## src/rtl/battle_pkg.sv

```systemverilog
// Shared types and helpers for the party battle controller and related menu FSMs.
package battle_pkg;

    typedef enum logic [3:0] {
        S_LOAD,
        S_ORDER,
        S_CALC_A,
        S_APPLY_A,
        S_CHECK_A,
        S_CALC_B,
        S_APPLY_B,
        S_CHECK_B,
        S_SWITCH,
        S_END_TURN,
        S_VICTORY,
        S_LOSS,
        S_DRAW
    } state_t;

    localparam logic TRAINER_PLAYER = 1'b0;
    localparam logic TRAINER_AI     = 1'b1;

    // Width of a party slot index; a one-Pokemon party still needs a 1-bit index.
    function automatic int slot_w(input int n);
        return (n <= 1) ? 1 : $clog2(n);
    endfunction

endpackage

```

## src/rtl/battle_control_party_if.sv

```systemverilog
// Control/status bundle between the battle sequencer and the go button / HP datapath.
interface battle_control_party_if
    import battle_pkg::*;
#(
    parameter int PARTY_SIZE = 3,
    parameter int SPD_W      = 8,
    parameter int TURN_W     = 8
);
    localparam int SLOT_W = slot_w(PARTY_SIZE);

    logic              go;
    logic [SPD_W-1:0]  p_speed;
    logic [SPD_W-1:0]  ai_speed;
    logic              p_hp_zero;
    logic              ai_hp_zero;
    logic              calc_damage;
    logic              apply_damage;
    logic              active_trainer;
    logic              target;
    logic              load_slot;
    logic [SLOT_W-1:0] p_slot;
    logic [SLOT_W-1:0] ai_slot;
    logic [TURN_W-1:0] turn_count;
    logic              victory;
    logic              loss;
    logic              draw;

    modport master (
        output go, p_speed, ai_speed, p_hp_zero, ai_hp_zero,
        input  calc_damage, apply_damage, active_trainer, target, load_slot,
               p_slot, ai_slot, turn_count, victory, loss, draw
    );

    modport slave (
        input  go, p_speed, ai_speed, p_hp_zero, ai_hp_zero,
        output calc_damage, apply_damage, active_trainer, target, load_slot,
               p_slot, ai_slot, turn_count, victory, loss, draw
    );

endinterface

```

## src/rtl/go_edge_detect.sv

```systemverilog
// Rising-edge detector: a level held high yields a single one-cycle pulse.
module go_edge_detect (
    input  logic clk,
    input  logic reset,
    input  logic d,
    output logic pulse
);
    logic d_reg;

    always_ff @(posedge clk or posedge reset) begin
        if (reset) d_reg <= 1'b0;
        else       d_reg <= d;
    end

    assign pulse = d & ~d_reg;

endmodule

```

## src/rtl/battle_control_party.sv

```systemverilog
// Turn sequencer for player vs AI parties: speed ordering, faint checks,
// automatic switch-in of the next slot, turn counting and battle result.
module battle_control_party
    import battle_pkg::*;
#(
    parameter int PARTY_SIZE = 3,
    parameter int SPD_W      = 8,
    parameter int TURN_W     = 8,
    parameter int MAX_TURNS  = 100
) (
    input  logic clk,
    input  logic reset,
    battle_control_party_if.slave bus
);
    localparam int                SLOT_W     = slot_w(PARTY_SIZE);
    localparam logic [SLOT_W-1:0] LAST_SLOT  = SLOT_W'(PARTY_SIZE - 1);
    localparam logic [TURN_W-1:0] TURN_LIMIT = TURN_W'(MAX_TURNS);

    state_t            state_reg, state_next;
    logic [SLOT_W-1:0] p_slot_reg, p_slot_next;
    logic [SLOT_W-1:0] ai_slot_reg, ai_slot_next;
    logic [TURN_W-1:0] turn_reg, turn_next;
    logic              first_reg, first_next;
    logic              go_pulse;
    logic              tgt_ai, tgt_zero, tgt_last;
    logic [SPD_W-1:0]  p_spd, ai_spd;

    assign p_spd  = bus.p_speed;
    assign ai_spd = bus.ai_speed;

    go_edge_detect u_go_edge (
        .clk   (clk),
        .reset (reset),
        .d     (bus.go),
        .pulse (go_pulse)
    );

    always_ff @(posedge clk or posedge reset) begin
        if (reset) begin
            state_reg   <= S_LOAD;
            p_slot_reg  <= '0;
            ai_slot_reg <= '0;
            turn_reg    <= '0;
            first_reg   <= TRAINER_PLAYER;
        end else begin
            state_reg   <= state_next;
            p_slot_reg  <= p_slot_next;
            ai_slot_reg <= ai_slot_next;
            turn_reg    <= turn_next;
            first_reg   <= first_next;
        end
    end

    always_comb begin
        state_next   = state_reg;
        p_slot_next  = p_slot_reg;
        ai_slot_next = ai_slot_reg;
        turn_next    = turn_reg;
        first_next   = first_reg;
        tgt_ai       = 1'b0;
        tgt_zero     = 1'b0;
        tgt_last     = 1'b0;
        case (state_reg)
            S_LOAD:    if (go_pulse) state_next = S_ORDER;
            // Speed tie goes to the player.
            S_ORDER: begin
                first_next = (ai_spd > p_spd) ? TRAINER_AI : TRAINER_PLAYER;
                state_next = S_CALC_A;
            end
            S_CALC_A:  if (go_pulse) state_next = S_APPLY_A;
            S_APPLY_A: if (go_pulse) state_next = S_CHECK_A;
            S_CALC_B:  if (go_pulse) state_next = S_APPLY_B;
            S_APPLY_B: if (go_pulse) state_next = S_CHECK_B;
            // Only the defender of the current half-turn is examined for a faint.
            S_CHECK_A, S_CHECK_B: begin
                tgt_ai   = (state_reg == S_CHECK_A) ? ~first_reg : first_reg;
                tgt_zero = tgt_ai ? bus.ai_hp_zero : bus.p_hp_zero;
                tgt_last = tgt_ai ? (ai_slot_reg == LAST_SLOT) : (p_slot_reg == LAST_SLOT);
                if (!tgt_zero) begin
                    state_next = (state_reg == S_CHECK_A) ? S_CALC_B : S_END_TURN;
                end else if (tgt_last) begin
                    state_next = tgt_ai ? S_VICTORY : S_LOSS;
                end else begin
                    if (tgt_ai) ai_slot_next = ai_slot_reg + SLOT_W'(1);
                    else        p_slot_next  = p_slot_reg + SLOT_W'(1);
                    state_next = S_SWITCH;
                end
            end
            S_SWITCH:  state_next = S_END_TURN;
            S_END_TURN: begin
                if (turn_reg != '1) turn_next = turn_reg + TURN_W'(1);
                state_next = (MAX_TURNS != 0 && turn_next == TURN_LIMIT) ? S_DRAW : S_LOAD;
            end
            default: ;
        endcase
    end

    always_comb begin
        bus.calc_damage    = 1'b0;
        bus.apply_damage   = 1'b0;
        bus.active_trainer = 1'b0;
        bus.target         = 1'b0;
        bus.load_slot      = 1'b0;
        bus.victory        = 1'b0;
        bus.loss           = 1'b0;
        bus.draw           = 1'b0;
        case (state_reg)
            S_CALC_A: begin
                bus.calc_damage    = 1'b1;
                bus.active_trainer = first_reg;
                bus.target         = ~first_reg;
            end
            S_APPLY_A: begin
                bus.apply_damage = 1'b1;
                bus.target       = ~first_reg;
            end
            S_CALC_B: begin
                bus.calc_damage    = 1'b1;
                bus.active_trainer = ~first_reg;
                bus.target         = first_reg;
            end
            S_APPLY_B: begin
                bus.apply_damage = 1'b1;
                bus.target       = first_reg;
            end
            S_SWITCH:  bus.load_slot = 1'b1;
            S_VICTORY: bus.victory   = 1'b1;
            S_LOSS:    bus.loss      = 1'b1;
            S_DRAW:    bus.draw      = 1'b1;
            default: ;
        endcase
    end

    assign bus.p_slot     = p_slot_reg;
    assign bus.ai_slot    = ai_slot_reg;
    assign bus.turn_count = turn_reg;

endmodule

```

## src/flat_wrapper.sv

```systemverilog
// flat-port wrapper written by rule: the top's interface ports become plain ports
module battle_control_party_flat import battle_pkg::*;
#(
    parameter int PARTY_SIZE = 3,
    parameter int SPD_W      = 8,
    parameter int TURN_W     = 8,
    parameter int MAX_TURNS  = 100
)
  (clk, reset, bus_go, bus_p_speed, bus_ai_speed, bus_p_hp_zero, bus_ai_hp_zero, bus_calc_damage, bus_apply_damage, bus_active_trainer, bus_target, bus_load_slot, bus_p_slot, bus_ai_slot, bus_turn_count, bus_victory, bus_loss, bus_draw);
  battle_control_party_if #(.PARTY_SIZE(PARTY_SIZE), .SPD_W(SPD_W), .TURN_W(TURN_W)) bus_i ();
  input  logic clk;
  input  logic reset;
  input wire logic [$bits(bus_i.go)-1:0] bus_go;
  input wire logic [$bits(bus_i.p_speed)-1:0] bus_p_speed;
  input wire logic [$bits(bus_i.ai_speed)-1:0] bus_ai_speed;
  input wire logic [$bits(bus_i.p_hp_zero)-1:0] bus_p_hp_zero;
  input wire logic [$bits(bus_i.ai_hp_zero)-1:0] bus_ai_hp_zero;
  output wire logic [$bits(bus_i.calc_damage)-1:0] bus_calc_damage;
  output wire logic [$bits(bus_i.apply_damage)-1:0] bus_apply_damage;
  output wire logic [$bits(bus_i.active_trainer)-1:0] bus_active_trainer;
  output wire logic [$bits(bus_i.target)-1:0] bus_target;
  output wire logic [$bits(bus_i.load_slot)-1:0] bus_load_slot;
  output wire logic [$bits(bus_i.p_slot)-1:0] bus_p_slot;
  output wire logic [$bits(bus_i.ai_slot)-1:0] bus_ai_slot;
  output wire logic [$bits(bus_i.turn_count)-1:0] bus_turn_count;
  output wire logic [$bits(bus_i.victory)-1:0] bus_victory;
  output wire logic [$bits(bus_i.loss)-1:0] bus_loss;
  output wire logic [$bits(bus_i.draw)-1:0] bus_draw;
  assign bus_i.go = bus_go;
  assign bus_i.p_speed = bus_p_speed;
  assign bus_i.ai_speed = bus_ai_speed;
  assign bus_i.p_hp_zero = bus_p_hp_zero;
  assign bus_i.ai_hp_zero = bus_ai_hp_zero;
  assign bus_calc_damage = bus_i.calc_damage;
  assign bus_apply_damage = bus_i.apply_damage;
  assign bus_active_trainer = bus_i.active_trainer;
  assign bus_target = bus_i.target;
  assign bus_load_slot = bus_i.load_slot;
  assign bus_p_slot = bus_i.p_slot;
  assign bus_ai_slot = bus_i.ai_slot;
  assign bus_turn_count = bus_i.turn_count;
  assign bus_victory = bus_i.victory;
  assign bus_loss = bus_i.loss;
  assign bus_draw = bus_i.draw;
  battle_control_party #(.PARTY_SIZE(PARTY_SIZE), .SPD_W(SPD_W), .TURN_W(TURN_W), .MAX_TURNS(MAX_TURNS)) u_core (.clk(clk), .reset(reset), .bus(bus_i));
endmodule
```

## config.mk

```make
export PLATFORM = sky130hd
export DESIGN_NAME = battle_control_party_flat
export DESIGN_NICKNAME = d
export VERILOG_FILES = /design/src/rtl/battle_pkg.sv /design/src/rtl/battle_control_party_if.sv /design/src/rtl/go_edge_detect.sv /design/src/rtl/battle_control_party.sv /design/src/flat_wrapper.sv
export SDC_FILE = /design/constraint.sdc
export NUM_CORES = 1
export LEC_CHECK = 0
export ABC_AREA = 1
export CORE_MARGIN = 2
export CORE_UTILIZATION = 52
export CTS_CLUSTER_DIAMETER = 30
export CTS_CLUSTER_SIZE = 16
export DETAILED_ROUTE_END_ITERATION = 12
export HOLD_SLACK_MARGIN = 0.05
export PLACE_DENSITY = 0.85
export SLEW_MARGIN = 10
export SYNTH_ARGS = -nofsm -noshare
export SYNTH_HDL_FRONTEND = slang
export SYNTH_SLANG_ARGS = --single-unit
```

## constraint.sdc

```tcl
create_clock -name clk -period 4.55 [get_ports clk]
set_clock_uncertainty 0.05 [all_clocks]
set_input_delay 0.6825 -clock clk [delete_from_list [all_inputs] [get_ports clk]]
set_output_delay 0.6825 -clock clk [all_outputs]
set_load 0.005 [all_outputs]
```

==> metrics.csv <==
stage;metric;value;unit
outcome;status;finished, final reports clean;
setup_path;critPathLaunchType;flop;
placement;dp_hpwl;2750;µm
clock_network;cts_buffers;3;
drt;ant_nets;0;
global_route;antenna_found_initial;0;
logic_synthesis;synthCells;218;
sta;worst_pin_slew;0.691;ns
cells_and_area;finish.utilization;0.717;
setup_path;cp-end-kind;primary output;
cells_and_area;area_delta_synth_final;32.0;%
sta;min_period_over_period;0.590;
cells_and_area;finalInstanceArea;1960;µm²
global_route;met2_usage;0.383;
logic_synthesis;syn-num-nets;248;
logic_synthesis;ys.flop_type;dfrtp_1;
logic_synthesis;synth_warnings;0;
sta;min_period;2.68;ns
floorplan;fp-row-count;19;
clock_network;cts_sinks;18;
clock_network;ctsRootBufferMaster;clkbuf_4;
drt;drt_pass1_iterations;6;
clock_network;insertion_delay;0.30;ns
clock_network;clk_pin_slew;0.11;ns
clock_network;cts_max_path_buffers;2;
placement;port_buffers;40;
pwr;p_per_area;522;nW/µm²
sta;setup_tns;0;ns
global_route;grt_max_degree;19;
drt;wl_per_cell;11.2;µm
cells_and_area;n_antenna_cell;0;
sta;max_clock_freq;373;MHz
cells_and_area;fin_nets;293;
drt;dr_total_vias;1515;
hold_path;hold_path.class;reg2reg;
floorplan;die_area;3300;µm²
logic_synthesis;synth_area_per_cell;6.81;µm²
drt;via_per_inst;5.17;
floorplan;fp.dieH;57.4;µm
sta;holdWs;0.492;ns
sta;hold_viol_final;0;
setup_path;critPathRequiredTime;3.82;ns
global_route;overflow;0;
pwr;power_leakage;0.000991;µW
setup_path;critical_path_class;reg2out;
setup_path;cp.arrival;1.95;ns
pwr;peakVddDrop;0.000457;V
clock_network;hold_buffers;0;
setup_path;cp_max_fo;5;
floorplan;die_w;57.4;µm
floorplan;fp.coreArea;2730;µm²
logic_synthesis;synth_area;1480;µm²
clock_network;htreeDepth;1;
clock_network;cts_tree;yes;
logic_synthesis;yosysSeqAreaShare;0.304;
drt;drt-initial-drc-count;89;
cells_and_area;drive_above_1_share;0.0802;
placement;placed_area;1920;µm²
sta;setup_violations;0;
global_route;grt_first_pass_wirelength;6150;µm
drt;drc;0;
global_route;grt_usage;0.232;
floorplan;initial_core_util;0.543;
sta;drv_slew;0;
global_route;grt_util_met1;0.320;
logic_synthesis;yosysUniqueCellTypes;30;
global_route;gr-usage-met3;0.0249;
logic_synthesis;synthArstFlopShare;1.00;
floorplan;ios;41;
sta;slew_headroom;0.539;
sta;rsz0062_at_grt;no;
job;max_cap_viol_count;0;
logic_synthesis;synth_edf_count;0;
drt;drt_wl_total;3290;µm
cells_and_area;largest_reg_flops;8;
global_route;grt-busiest-layer;met2;
placement;globalplace.congestion;0.873;
clock_network;cts_resized;0;
clock_network;post_cts.repair.setup_buffers;0;
global_route;grt_pass1_vias;1444;
logic_synthesis;synth_seq_cells;18;
==> cells by family after synthesis <==
| kind of cell | share of synthesized area |
|---|---|
| AND/OR/NAND/NOR | 0.377 |
| buffers and inverters | 0.0885 |
| AO/OA/AOI/OAI | 0.126 |
| flip-flops | 0.304 |
| adder cells (fa/ha/maj) | 0.0759 |
| XOR/XNOR | 0.0295 |
==> synth_stat cells (all sizes together) (3+ instances only) <==
library cell / instances / share of area
a21oi: 10 / 0.036
xnor2: 3 / 0.018
o21ai: 17 / 0.060
nor2: 26 / 0.076
nand3b: 3 / 0.024
nand2: 69 / 0.20
nand4: 4 / 0.021
dfrtp: 18 / 0.30
nand3: 14 / 0.047
inv: 34 / 0.086
ha: 9 / 0.076
==> power by group <==
part           switching, µW  leakage (µW)  internal (µW)  total [µW]
Clock                   49.3     0.0000210           48.8        98.1
Combinational            322      0.000749            286         608
Sequential              93.2      0.000222            223         316
Total                    465      0.000991            558        1020
==> critical path, cell delays in order (launching register included) <==
cell and delay [ns]:
dfrtp_1 0.43, inv_1 0.10, nand2_1 0.10, nor2_1 0.17, nand2_1 0.10, nand2_1 0.08
nand2_1 0.05, o21ai_0 0.08, clkdlybuf4s50_1 0.53
==> final timing paths <==
| path | start | to | slack [ns] | cells after the start |
|---|---|---|---|---|
| worst max-delay path | u_core.state_reg[0] | bus_target | 1.87 | 8 |
| worst min-delay path | u_core.bus.ai_slot[0] | u_core.bus.ai_slot[0] | 0.49 | 1 |
| worst max register to register | u_core.bus.turn_count[0] | u_core.state_reg[2] | 2.68 | 11 |
| worst min register to register | u_core.bus.ai_slot[0] | u_core.bus.ai_slot[0] | 0.49 | 1 |
| max in group asynchronous | reset | u_core.bus.turn_count[0] | 3.28 | 2 |
| min in group asynchronous | reset | u_core.bus.ai_slot[0] | 0.72 | 2 |
==> metal layers <==
layer	vias up	share of wire	wire length, µm
li1	793	-	-
met1	683	0.47	1550
met2	35	0.47	1550
met3	4	0.042	139
met4	0	0.015	48
met5	-	0	0
==> per-stage QoR <==
step	cells	power, µW	setup WS [ns]
floorplan	218	696	2.85
global placement	289	922	2.20
detailed placement	289	928	2.23
CTS	293	1030	1.87
global route	293	1140	1.70
finish	293	1020	1.87
==> layout by cell type, fill, tap and decap left out <==
cell type,instances
inv_1,33
clkinv_1,1
dfrtp_1,18
a31oi_1,2
o21ai_2,1
nand3b_4,1
o21bai_1,1
a21oi_1,9
clkdlybuf4s50_1,40
xnor2_1,3
xor2_1,2
nor2_2,3
nor4_1,1
nor2_1,22
o31ai_1,1
nand4_1,3
a21oi_2,1
nand3_1,14
nand2_2,4
o21a_1,1
o21ai_1,1
nand3b_1,2
clkbuf_4,3
nor3_1,1
nor2_4,1
inv_2,1
o21ai_0,15
nand2_4,4
nand2_1,61
o221ai_1,1
ha_1,9
nand4_2,1
clkbuf_8,1
==> cell type report <==
type,count,area [µm²]
clock buffer,4,36.3
fill,243,774
inverter,35,131
multi-input combinational,165,902
sequential,18,450
tap,31,38.8
timing repair buffer,40,400
(Power assumes the default switching activity.)
